## src/rtl/waveform_sequencer.sv

```systemverilog
// Sample-rate controller for the counter-based waveform generator.
// Ticks at a programmable rate and requests one sample per tick. It waits for
// the selected generator output, applies an optional linear phase sweep, and
// raises sticky timeout/overrun flags when a response or a tick is lost.
module waveform_sequencer #(
  parameter int N_FRAC  = 7,
  parameter int DIV_W   = 16,
  parameter int TIMEOUT = 15
) (
  input  logic              clk_i,
  input  logic              rst_i,
  input  logic              enable_i,
  input  logic              clear_flags_i,
  input  logic [1:0]        wave_sel_i,
  input  logic [DIV_W-1:0]  sample_div_i,
  input  logic [N_FRAC:0]   phase_start_i,
  input  logic [N_FRAC:0]   phase_step_i,
  input  logic [N_FRAC:0]   phase_stop_i,
  input  logic              sweep_en_i,
  input  logic [7:0]        samples_per_step_i,
  input  logic [N_FRAC:0]   saw_i,
  input  logic              saw_valid_i,
  input  logic [N_FRAC:0]   tri_i,
  input  logic              tri_valid_i,
  input  logic [N_FRAC:0]   sq_i,
  input  logic              sq_valid_i,
  output logic [N_FRAC:0]   phase_o,
  output logic              next_data_strobe_o,
  output logic [N_FRAC:0]   data_o,
  output logic              data_valid_strobe_o,
  output logic              busy_o,
  output logic              timeout_o,
  output logic              overrun_o
);
  localparam int W  = N_FRAC + 1;
  localparam int TW = (TIMEOUT > 1) ? $clog2(TIMEOUT) : 1;

  typedef enum logic {IDLE, WAIT} state_t;

  state_t           state_q, state_d;
  logic [DIV_W-1:0] div_q, div_d;
  logic [1:0]       sel_q, sel_d;
  logic [TW-1:0]    tmo_q, tmo_d;
  logic [7:0]       swp_cnt_q, swp_cnt_d;
  logic [W-1:0]     phase_q, phase_d;
  logic [W-1:0]     data_q, data_d;
  logic             req_q, req_d;
  logic             dvs_q, dvs_d;
  logic             timeout_q, timeout_d;
  logic             overrun_q, overrun_d;

  logic             tick;
  logic             sel_vld;
  logic [W-1:0]     sel_smp;
  logic signed [W:0] sum_x, stop_x;
  logic             step_pos, step_zero, sum_ovf, past_stop, swp_act, step_due;
  logic             to_set, ov_set;

  // Sample-rate divider: counts 0..sample_div_i, ticks on the last count
  always_comb begin
    tick  = enable_i && (div_q == sample_div_i);
    div_d = (!enable_i || tick) ? '0 : div_q + 1'b1;
  end

  // Route the latched waveform's strobe/sample; mute rides on the saw strobe
  always_comb begin
    sel_vld = saw_valid_i;
    sel_smp = '0;
    case (sel_q)
      2'd0: begin sel_vld = saw_valid_i; sel_smp = saw_i; end
      2'd1: begin sel_vld = tri_valid_i; sel_smp = tri_i; end
      2'd2: begin sel_vld = sq_valid_i;  sel_smp = sq_i;  end
      default: begin sel_vld = saw_valid_i; sel_smp = '0; end
    endcase
  end

  // Sweep arithmetic: one extra bit to catch leaving the signed sample range
  always_comb begin
    sum_x     = $signed({phase_q[W-1], phase_q}) + $signed({phase_step_i[W-1], phase_step_i});
    stop_x    = $signed({phase_stop_i[W-1], phase_stop_i});
    step_zero = (phase_step_i == '0);
    step_pos  = !phase_step_i[W-1] && !step_zero;
    sum_ovf   = sum_x[W] ^ sum_x[W-1];
    past_stop = step_pos ? (sum_x > stop_x) : (sum_x < stop_x);
    swp_act   = sweep_en_i && (samples_per_step_i != 8'd0);
    step_due  = swp_act && (swp_cnt_q >= samples_per_step_i);
  end

  // Request/response FSM, phase update and flag set conditions
  always_comb begin
    state_d   = state_q;
    sel_d     = sel_q;
    tmo_d     = tmo_q;
    swp_cnt_d = swp_cnt_q;
    phase_d   = phase_q;
    data_d    = data_q;
    req_d     = 1'b0;
    dvs_d     = 1'b0;
    to_set    = 1'b0;
    ov_set    = 1'b0;
    case (state_q)
      IDLE: begin
        // phase only moves here so it stays constant across a request
        if (!enable_i) begin
          phase_d   = phase_start_i;
          swp_cnt_d = '0;
        end else if (step_due) begin
          swp_cnt_d = '0;
          if (!step_zero)
            phase_d = (sum_ovf || past_stop) ? phase_start_i : sum_x[W-1:0];
        end
        if (tick) begin
          req_d   = 1'b1;
          sel_d   = wave_sel_i;
          tmo_d   = '0;
          state_d = WAIT;
        end
      end
      WAIT: begin
        // a response still completes when a tick collides with it
        if (tick) ov_set = 1'b1;
        if (sel_vld) begin
          data_d  = (sel_q == 2'd3) ? '0 : sel_smp;
          dvs_d   = 1'b1;
          state_d = IDLE;
          if (swp_act && swp_cnt_q != 8'hFF) swp_cnt_d = swp_cnt_q + 1'b1;
        end else if (tmo_q == TW'(TIMEOUT - 1)) begin
          to_set  = 1'b1;
          state_d = IDLE;
        end else begin
          tmo_d = tmo_q + 1'b1;
        end
      end
      default: state_d = IDLE;
    endcase
    timeout_d = clear_flags_i ? 1'b0 : (timeout_q | to_set);
    overrun_d = clear_flags_i ? 1'b0 : (overrun_q | ov_set);
  end

  // State and output registers
  always_ff @(posedge clk_i or negedge rst_i) begin
    if (!rst_i) begin
      state_q   <= IDLE;
      div_q     <= '0;
      sel_q     <= '0;
      tmo_q     <= '0;
      swp_cnt_q <= '0;
      phase_q   <= '0;
      data_q    <= '0;
      req_q     <= 1'b0;
      dvs_q     <= 1'b0;
      timeout_q <= 1'b0;
      overrun_q <= 1'b0;
    end else begin
      state_q   <= state_d;
      div_q     <= div_d;
      sel_q     <= sel_d;
      tmo_q     <= tmo_d;
      swp_cnt_q <= swp_cnt_d;
      phase_q   <= phase_d;
      data_q    <= data_d;
      req_q     <= req_d;
      dvs_q     <= dvs_d;
      timeout_q <= timeout_d;
      overrun_q <= overrun_d;
    end
  end

  assign phase_o             = phase_q;
  assign next_data_strobe_o  = req_q;
  assign data_o              = data_q;
  assign data_valid_strobe_o = dvs_q;
  assign busy_o              = (state_q == WAIT);
  assign timeout_o           = timeout_q;
  assign overrun_o           = overrun_q;
endmodule
```

## config.mk

```make
export PLATFORM = sky130hd
export DESIGN_NAME = waveform_sequencer
export DESIGN_NICKNAME = d
export VERILOG_FILES = /design/src/rtl/waveform_sequencer.sv
export SDC_FILE = /design/constraint.sdc
export NUM_CORES = 1
export LEC_CHECK = 0
export CAP_MARGIN = 20
export CORE_ASPECT_RATIO = 1.4
export CORE_UTILIZATION = 52
export DETAILED_ROUTE_END_ITERATION = 8
export PLACE_DENSITY = 0.87
export SETUP_SLACK_MARGIN = 0.3
export SLEW_MARGIN = 20
export SYNTH_ARGS = -nofsm -noshare
export SYNTH_HDL_FRONTEND = slang
export SYNTH_SLANG_ARGS = --single-unit
export TNS_END_PERCENT = 1
```

## constraint.sdc

```tcl
create_clock -name clk_i -period 9.3 [get_ports clk_i]
set_input_delay 2.325 -clock clk_i [delete_from_list [all_inputs] [get_ports clk_i]]
set_output_delay 2.325 -clock clk_i [all_outputs]
set_load 0.1 [all_outputs]
```

==> impl_metrics.env <==
export IMPL_total_power_w=0.000989
export IMPL_yosysTopAreaCellShare_pct=35.9
export IMPL_finalSetupTns_ns=0
export IMPL_place_congestion=0.941
export IMPL_root_buffer="clkbuf_8"
export IMPL_tightest_slew_ns=1.01
export IMPL_first_iter_violations=236
export IMPL_syn_inst=384
export IMPL_status="finished clean"
export IMPL_slew_headroom_pct=32.5
export IMPL_skew_ns=0.0119
export IMPL_arrival_ns=6.53
export IMPL_cp_end_kind="flip-flop"
export IMPL_fin_ws_ns=3.00
export IMPL_syn_avg_cell_area_um2=9.25
export IMPL_grt_pass1_wl_mm=14.4
export IMPL_numCtsBuffers=5
export IMPL_coreArea_mm2=0.00661
export IMPL_antennaDiodeCount=0
export IMPL_netlist_top_cells_count="51 x dfrtp_1, 33 x ha_1, 29 x nand2_1"
export IMPL_drive_gt1_share_pct=4.58
export IMPL_start_util_pct=53.7
export IMPL_cts_max_level=2
export IMPL_cap_viol_max_count=0
export IMPL_grt_max_degree=52
export IMPL_grt_setup_unrepaired="false"
export IMPL_p_leak_nw=2.04
export IMPL_rrSetupSlack_ns=5.04
export IMPL_worst_ep_required_time_ns=9.54
export IMPL_yosys_warnings=0
export IMPL_synthTopCellsByArea="dfrtp_1 36%, ha_1 12%, xnor2_1 6.2%, xor2_1 3.2%, nand2_1 3.1%"
export IMPL_drtAntennaViolNets=0
export IMPL_hold_class="reg2reg"
export IMPL_synth_seq_cells=51
export IMPL_antenna_found_initial=0
export IMPL_clock_sinks=51
export IMPL_fin_crit_ns=6.30
export IMPL_path_cells="clkdlybuf4s50_1, ha_1, fa_1, a21o_1, a21oi_1, o21bai_1, a21oi_1, xnor2_1, ha_1, nand4_2, or3_1, a2111oi_1, a211o_2, nand3_4, or4_1, nand3_1"
export IMPL_fin_nets=595
export IMPL_cts_setup_buffers=0
export IMPL_irDropWorstVdd_mv=0.305
export IMPL_cts_hold_buf=0
export IMPL_grt_usage_pct=25.2
export IMPL_avgViaCountPerCell=5.75
export IMPL_final_hold_viol_count=0
export IMPL_synth_top_area_cell="dfrtp_1"
export IMPL_synthesis_nets=500
export IMPL_async_flop_share_pct=100
export IMPL_cts_repair_resized=0
export IMPL_layoutNonFillerInstCount=572
export IMPL_synth_edf_count=0
export IMPL_wl_per_cell_um=15.2
export IMPL_slew_violations=0
export IMPL_fillers=485
export IMPL_worst_path_dominant_cell_family="compound AO/OA/AOI/OAI gates"
export IMPL_hpwlAfterDp_mm=6.92
export IMPL_clk_latency_ns=0.30
export IMPL_cts_root_to_sink_buffers=2
export IMPL_path_buf_inv=1
export IMPL_die_area_mm2=0.00717
export IMPL_yosysMostFrequentCell="dfrtp_1"
export IMPL_overflow=0
export IMPL_slowest_delay_ns=0.55
export IMPL_start_kind="input pin"
export IMPL_ys_types=58
export IMPL_die_h_um=99.8
export IMPL_setup_viol=0
export IMPL_finalCritPeriodShare_pct=67.7
export IMPL_seq_area_frac_synth_pct=35.9
export IMPL_crit_path_max_fanout=9
export IMPL_critical_path_class="in2reg"
export IMPL_place_ws_ns=2.72
export IMPL_finalWirelength_mm=8.70
export IMPL_drt_pass1_iterations=4
export IMPL_fmax_mhz=159
export IMPL_grt_pass1_vias=3249
export IMPL_syn_area_mm2=0.00355
export IMPL_die_w_um=71.8
export IMPL_cts_tree="built"
export IMPL_synth_flop_cell="dfrtp_1"
export IMPL_slowest_stage="or4_1"
export IMPL_io_buffers=102
export IMPL_clk_pin_slew_ns=0.09
export IMPL_ioPinCount=103
export IMPL_num_rows=35
export IMPL_vias=3288
export IMPL_final_util_pct=71.7
export IMPL_dp_cells=564
export IMPL_drc=0
export IMPL_p_per_area_mw_per_mm2=209
export IMPL_area_growth_pct=33.5
-- registers in the layout, summed over array words and instances (netlist names) --
signal	count
timeout_o	1
overrun_o	1
data_o	8
tmo_q	4
sel_q	2
busy_o	1
next_data_strobe_o	1
data_valid_strobe_o	1
phase_o	8
swp_cnt_q	8
div_q	16
-- final timing paths --
check                        endpoint       startpoint  cells past startpoint
max reg2reg                phase_o[0]       phase_o[0]                     15
max                        phase_o[0]  phase_step_i[0]                     16
min                         data_o[7]        data_o[7]                      2
min reg2reg                 data_o[7]        data_o[7]                      2
min in group asynchronous    div_q[3]            rst_i                      1
max in group asynchronous  phase_o[6]            rst_i                      1
-- placed cells by master (no fill, tap or decap), types with 9 or more instances in the layout --
cell type and instances:
a21oi_1 19, clkdlybuf4s50_1 101, dfrtp_1 51, ha_1 33
inv_1 28, nand2_1 29, nand3_1 20, nand4_1 9
nor2_1 28, o21ai_0 11, o31ai_1 9, xnor2_1 25
xor2_1 13
-- layout make-up --
type / count / area, µm² / area share [%]
sequential: 51 / 1280 / 26.9
clock buffer: 6 / 82.6 / 1.74
multi-input combinational: 291 / 2110 / 44.5
timing repair buffer: 102 / 1020 / 21.5
clock inverter: 2 / 35.0 / 0.739
inverter: 28 / 105 / 2.22
tap: 92 / 115 / 2.43
-- worst reg2reg max path: cells and delay by family (launching register included) --
| kind | cells | cell delay [ns] |
|---|---|---|
| and+or+nand+nor | 5 | 1.35 |
| adders and majority gates | 3 | 0.93 |
| DFF | 1 | 0.42 |
| xor gates and xnor gates | 1 | 0.10 |
| AOI/OAI and AO/OA | 6 | 1.36 |
-- kinds of logic after synthesis --
kind of cell / after synthesis / synth area share (%)
xor gates and xnor gates: 38 / 9.37
muxes: 2 / 0.599
buffers and inverters: 42 / 4.69
DFF: 51 / 35.9
adders and majority gates: 34 / 12.2
and+or+nand+nor: 134 / 20.4
AOI/OAI and AO/OA: 83 / 16.8
-- per-stage QoR --
step                      cell area [µm²]  hold WS (ns)
final                                4740         0.483
after global routing                 4740         0.513
after CTS                            4740         0.487
after detailed placement             4620         0.467
after global placement               4620         0.460
after floorplan                      3550         0.476
-- layer usage --
metal / part of all wire, % / GRT usage [%] / vias to the layer above
met5: 0 / 0 / -
met4: 2.6 / 9.05 / 0
met3: 7.0 / 4.32 / 21
met2: 53 / 47.6 / 141
met1: 38 / 27.9 / 1537
li1: - / - / 1589
-- report_power, final --
group	internal (W)	total (W)	switching, W
clock network	0.0000871	0.000157	0.0000701
logic	0.000211	0.000571	0.000359
registers	0.000240	0.000261	0.0000212
total	0.000538	0.000989	0.000450
Power figures use the tool's default switching activity.
